## src/rtl/imuldiv_int_mul_iter_param.sv

```systemverilog
// Iterative shift-add multiplier producing the full 2W-bit product in uu, ss or su mode.
// Works on operand magnitudes and applies the sign to the product on the way out.
module imuldiv_int_mul_iter_param #(
    parameter int unsigned W          = 32,
    parameter int unsigned EARLY_TERM = 1
) (
    input  logic             clk,
    input  logic             reset,
    input  logic [W-1:0]     mulreq_msg_a,
    input  logic [W-1:0]     mulreq_msg_b,
    input  logic [1:0]       mulreq_msg_fn,
    input  logic             mulreq_val,
    output logic             mulreq_rdy,
    output logic [2*W-1:0]   mulresp_msg_result,
    output logic             mulresp_val,
    input  logic             mulresp_rdy
);

    localparam int unsigned   W2       = 2 * W;
    localparam int unsigned   CW       = (W > 1) ? $clog2(W) : 1;
    localparam logic [CW-1:0] CNT_LAST = CW'(W - 1);

    typedef enum logic [1:0] {
        IDLE = 2'd0,
        CALC = 2'd1,
        DONE = 2'd2
    } state_e;

    state_e          state_q, state_d;
    logic [W2-1:0]   a_q, a_d;
    logic [W2-1:0]   result_q, result_d;
    logic [W-1:0]    b_q, b_d;
    logic [CW-1:0]   cnt_q, cnt_d;
    logic            sign_q, sign_d;

    logic            a_neg_c, b_neg_c;
    logic [W-1:0]    a_mag_c, b_mag_c;

    // Operand sign detection and magnitude; fn 3 falls through as unsigned.
    always_comb begin
        a_neg_c = mulreq_msg_a[W-1] && ((mulreq_msg_fn == 2'd1) || (mulreq_msg_fn == 2'd2));
        b_neg_c = mulreq_msg_b[W-1] && (mulreq_msg_fn == 2'd1);
        a_mag_c = a_neg_c ? (~mulreq_msg_a + W'(1)) : mulreq_msg_a;
        b_mag_c = b_neg_c ? (~mulreq_msg_b + W'(1)) : mulreq_msg_b;
    end

    always_ff @(posedge clk or negedge reset) begin
        if (!reset) begin
            state_q  <= IDLE;
            a_q      <= '0;
            b_q      <= '0;
            result_q <= '0;
            cnt_q    <= '0;
            sign_q   <= 1'b0;
        end else begin
            state_q  <= state_d;
            a_q      <= a_d;
            b_q      <= b_d;
            result_q <= result_d;
            cnt_q    <= cnt_d;
            sign_q   <= sign_d;
        end
    end

    // Next state, datapath update and handshake outputs.
    always_comb begin
        state_d     = state_q;
        a_d         = a_q;
        b_d         = b_q;
        result_d    = result_q;
        cnt_d       = cnt_q;
        sign_d      = sign_q;
        mulreq_rdy  = 1'b0;
        mulresp_val = 1'b0;

        case (state_q)
            IDLE: begin
                mulreq_rdy = 1'b1;
                if (mulreq_val) begin
                    state_d  = CALC;
                    a_d      = {{W{1'b0}}, a_mag_c};
                    b_d      = b_mag_c;
                    result_d = '0;
                    cnt_d    = '0;
                    sign_d   = a_neg_c ^ b_neg_c;
                end
            end
            CALC: begin
                if (b_q[0]) begin
                    result_d = result_q + a_q;
                end
                a_d   = {a_q[W2-2:0], 1'b0};
                b_d   = {1'b0, b_q[W-1:1]};
                cnt_d = cnt_q + CW'(1);
                // Early exit once no multiplier bits remain beyond the one consumed now.
                if ((cnt_q == CNT_LAST) || ((EARLY_TERM != 0) && (b_q[W-1:1] == '0))) begin
                    state_d = DONE;
                end
            end
            DONE: begin
                mulresp_val = 1'b1;
                if (mulresp_rdy) begin
                    state_d = IDLE;
                end
            end
            default: begin
                state_d = IDLE;
            end
        endcase
    end

    assign mulresp_msg_result = sign_q ? (~result_q + W2'(1)) : result_q;

endmodule

```

## config.mk

```make
export PLATFORM = sky130hd
export DESIGN_NAME = imuldiv_int_mul_iter_param
export DESIGN_NICKNAME = d
export VERILOG_FILES = /design/src/rtl/imuldiv_int_mul_iter_param.sv
export SDC_FILE = /design/constraint.sdc
export NUM_CORES = 1
export LEC_CHECK = 0
export ABC_AREA = 0
export CAP_MARGIN = 40
export CORE_ASPECT_RATIO = 1.2
export CORE_UTILIZATION = 53
export CTS_CLUSTER_DIAMETER = 60
export DETAILED_ROUTE_END_ITERATION = 10
export PLACE_DENSITY_LB_ADDON = 0.1
export SETUP_SLACK_MARGIN = 0.3
export SLEW_MARGIN = 10
export SYNTH_ARGS = -nofsm -noshare
export SYNTH_HDL_FRONTEND = slang
export SYNTH_SLANG_ARGS = --single-unit
```

## constraint.sdc

```tcl
create_clock -name clk -period 3.79 [get_ports clk]
set_input_delay 0.379 -clock clk [delete_from_list [all_inputs] [get_ports clk]]
set_output_delay 0.379 -clock clk [all_outputs]
set_load 0.02 [all_outputs]
```

Word level (Yosys, flattened, before mapping)
Index checks and enable logic that the tools add are counted.

word-level totals
  output and inout port bits = 66
  word-level logic and storage cells = 53
  input bits = 70
  register bits after elaboration = 168

operators by class
  equal/unequal tests = 9
  muxes and demuxes = 18
  bitwise logic cells = 4
  add/subtract/negate cells = 5
  reductions and logical operators = 11

operators by type and width
  kind                                            number
  two-way mux 64 bit                              4
  one-hot mux 64 bit (2 select lines)             2
  two-way mux 32 bit                              3
  adder 32 x 1 -> 32 bit (second input constant)  2
  adder 64 x 1 -> 64 bit (second input constant)  1
  adder 64 bit                                    1
  inverter 32 bit                                 2
  inverter 64 bit                                 1
  one-hot mux 32 bit (2 select lines)             1
  zero test 31 bit                                1
  one-hot mux 5 bit (2 select lines)              1
  inequality test 2 bit (second input constant)   4
  two-way mux 2 bit                               3
  one-hot mux 2 bit (3 select lines)              1
  AND reduction 3 bit                             2
  adder 5 x 1 -> 5 bit (second input constant)    1
  == test 5 bit (second input constant)           1
  two-way mux 5 bit                               1
  == test 2 x 1 -> 1 bit (second input constant)  2
  == test 2 bit (second input constant)           2
  AND reduction 2 bit                             2
  logical AND 1 bit                               2
  zero test 2 bit                                 1
  logical OR 1 bit                                2
  3 further kinds                                 4

Depth between registers and ports, before layout
  depth after elaboration = 6
  gate-level depth with buffers = 12
  depth with buffers taken out = 12

Least setup slack after synthesis
Ideal clock, no wire load.

  path type = register to output
  start point = register result_q[23]
  end point = output mulresp_msg_result[63]
  arrival = 3.391 ns
  required time = 3.411 ns
  path slack = 0.020 ns
  path buffers = 1
  cell stages (with the launch flop) = 11
  cell sequence = dfrtp_1 > or4_4 > or3_4 > or3_4 > or2_1 > or3_1 > buf_2 > or2_1 > or3_4 > o41ai_4 > xnor2_1

between the ends
  longest elaborated chain between the ends = 3

RTL lines
  element                 RTL line  source
  start, declared         31        logic [W2-1:0] result_q, result_d;
  start signal, assigned  59        result_q <= result_d;
  inverter 64 bit         112       assign mulresp_msg_result = sign_q ? (~result_q + W2'(1)) : result_q;
  adder 64 x 1 -> 64 bit  112
  two-way mux 64 bit      112
  end, declared           14        output logic [2*W-1:0] mulresp_msg_result,

No other way between the ends.

Worst setup path in the final report
  start point = register result_q[40]
  end point = output mulresp_msg_result[62]

Same word-level chain as after synthesis.

==> impl_results.md <==
- Final setup skew: 0.0109 ns
- Pwr dens: 849 nW/um^2
- Die Width: 145 um
- Most frequent cells in the layout: 214 x o21ai_0, 209 x nand2_1, 167 x dfrtp_1
- Status: complete, but fails checks
- Starting Density: 0.542
- Yosys warns: 0
- Antenna Violating Nets Remaining: 0
- CTS tree: yes
- Sequential fraction of the synthesis area: 0.324
- Gpl congestion: 0.962
- Synth Area in Compound Gates: 0.273
- P_leak: 7.04 nW
- Worst path most repeated cell: or4_4
- CTS max path bufs: 2
- Largest net degree at the start of global routing: 85
- FMAX: 227 MHz
- Top FF cell, synth: dfrtp_1
- CTS sink cnt: 168
- XOR/XNOR share of the synthesized area: 0.117
- Total grt overflow: 0
- Gr usage total: 0.306
- Largest stage delay, worst path: 0.58 ns
- Slowest cell on the critical path: or4_4
- Worst EP arrival: 4.02 ns
- Syn nets: 1733
- CTS root buf: clkbuf_16
- Crit Path Category: reg2out
- Die height: 174 um
- # IOs: 136
- Vias: 12805
- RSZ-0062 raised after global routing: yes
- R2r setup slk: 0.39 ns
- Post-synthesis mux area share: 0.00154
- DP HPWL: 28700 um
- Number of global-route vias before repair: 12436
- Final worst slack: -0.613 ns
- Synth-to-layout area growth: 25.8%
- Critical Path RT: 3.41 ns
- Final worst-path cycle share: 1.16
- Min-Delay Path Class: reg2reg
- Fill cell total of the finished layout: 2031
- Share of layout cells above drive strength 1: 0.151
- Ys async rst share: 1.00
- Worst Path Max Fanout: 4
- I/O Buffers: 135
- Commonest non-fill, non-tap cell in the layout: o21ai_0
- Slew Limit Fails: 0
- Startpoint type of the worst setup path: flop
- Largest family of logic cells by synthesized area: compound AO/OA/AOI/OAI gates
- CORE AREA: 24000 um^2
- Relative slew slack: 0.434
- Failing checks: setup timing
- Initial antenna violation count: 0
- Full die area: 25100 um^2
- Syn Inst Count: 1593
- Drt total wl: 38500 um
- Post-synth EDFFs: 0
- Worst Max-Slew Pin Slew: 0.849 ns
- Synth Area in Adders: 0.0680
- Routed vias/inst: 6.12
- Number of antenna diodes: 0
- Final hold vios: 0
- Clk Latency, worst-skew pair: 0.46 ns
- First-pass GRT wire length: 62300 um
- Fin nets: 1900
- Design Power: 0.0139 W
- WL/cell: 18.4 um
- Post-Synth Simple-Gate Area: 0.182
- Unique masters post-synth: 63
- CTS Buf Count: 17
- Clk slew on worst S/H paths: 0.07 ns
- First-pass DRT Iterations: 6
- Initial DRC Count: 919
- Post-place setup slack: -0.581 ns
- Endpoint class of the critical path: output pin
- Avg Inst Size Synth: 8.16 um^2
- Peak VDD IR: 0.460 mV
- Min Tclk post-route: 4.40 ns
- Max-cap violation count: 0
- Worst-path cell chain: or4_4 > or3_4 > or3_4 > or2_1 > or4_4 > or4_4 > buf_6 > o31ai_4 > xnor2_1 > buf_4
- Flops & latches, synth: 168
- DRC viols: 0
- Final setup violation count: 16
- Mapped cell area: 13000 um^2
- H-tree Lvls: 4
- # rows: 62
-- critical path, delay by kind of cell, from the launching register on --
family | cells | cell delay (ns)
flip-flops | 1 | 0.39
buffers and inverters | 2 | 0.35
AO/OA/AOI/OAI | 1 | 0.18
XOR/XNOR | 1 | 0.17
AND/OR/NAND/NOR | 6 | 2.49
-- layer usage --
layer / global-route usage / wire length, um / vias to the layer above
met2: 0.536 / 19400 / 392
met4: 0.143 / 1460 / 0
li1: - / - / 6187
met5: 0 / 0 / -
met1: 0.375 / 16000 / 6139
met3: 0.0358 / 1650 / 87
-- stage by stage --
stage / cell area, um^2 / TNS (ns) / hold slack, ns / cells / util
after global routing: 16300 / -6.69 / 0.539 / 2093 / 0.682
after global placement: 15200 / -4.49 / 0.458 / 2044 / 0.633
after floorplan: 13100 / 0 / 0.0834 / 1593 / -
after CTS: 16000 / -5.12 / 0.491 / 2084 / 0.666
after detailed placement: 15200 / -4.97 / 0.465 / 2045 / 0.633
final: 16300 / -5.69 / 0.498 / 2093 / 0.682
-- synth_stat cells, types with 35 or more instances --
library cell	n	area [um^2]
o21ai_0	225	1130
nand2_1	213	800
dfrtp_1	168	4200
xnor2_1	128	1120
a21oi_1	97	485
clkbuf_1	90	338
nor2_1	76	285
ha_1	69	863
a22oi_1	63	473
a21o_1	47	353
xor2_1	46	403
o31ai_1	35	263
-- cell type report --
cell class | count | area, um^2 | area share
clock buffers | 19 | 453 | 0.0277
well taps | 320 | 400 | 0.0245
flip-flops and latches | 168 | 4210 | 0.257
multi-input cells | 1305 | 8960 | 0.548
clock inverters | 13 | 128 | 0.00781
repair buffers | 241 | 2100 | 0.128
inverters | 27 | 101 | 0.00620
-- registers in the layout, indices dropped and copies added, names as in the netlist --
signal	count
a_q	64
result_q	64
state_q	2
sign_q	1
b_q	32
cnt_q	5
-- logic make-up (layout without fill, tap and decap cells) --
kind of cell,count (synthesis),count (layout)
AOI/OAI and AO/OA,567,567
adders and majority gates,70,70
buffers and inverters,120,300
xor gates and xnor gates,174,174
muxes,2,2
DFF,168,168
and+or+nand+nor,492,492
-- power by group --
group | switching, W | leakage, nW | total, W | internal (W)
Combinational | 0.00525 | 4.55 | 0.00901 | 0.00375
Sequential | 0.000671 | 2.21 | 0.00312 | 0.00245
Clock | 0.000841 | 0.284 | 0.00175 | 0.000905
-- what timing repair did --
item | 4_1_cts | 5_1_grt
gates resized for setup | 242 | 83
hold buffers | 1 | 0
endpoints found under the hold margin | 9 | 0
pin swaps | 12 | 30
buffers inserted | 6 | 8
setup endpoints to repair | 50 | 60
-- worst paths after layout --
kind / start / to / cells past startpoint
max: result_q[40]$_DFFE_PN0P_ / mulresp_msg_result[62] / 10
min: cnt_q[3]$_DFFE_PN0P_ / cnt_q[3]$_DFFE_PN0P_ / 1
max reg2reg: result_q[0]$_DFFE_PN0P_ / result_q[62]$_DFFE_PN0P_ / 16
min reg2reg: cnt_q[3]$_DFFE_PN0P_ / cnt_q[3]$_DFFE_PN0P_ / 1
max in group asynchronous: reset / result_q[51]$_DFFE_PN0P_ / 3
min in group asynchronous: reset / a_q[37]$_DFFE_PN0P_ / 2
(Power assumes the default switching activity.)
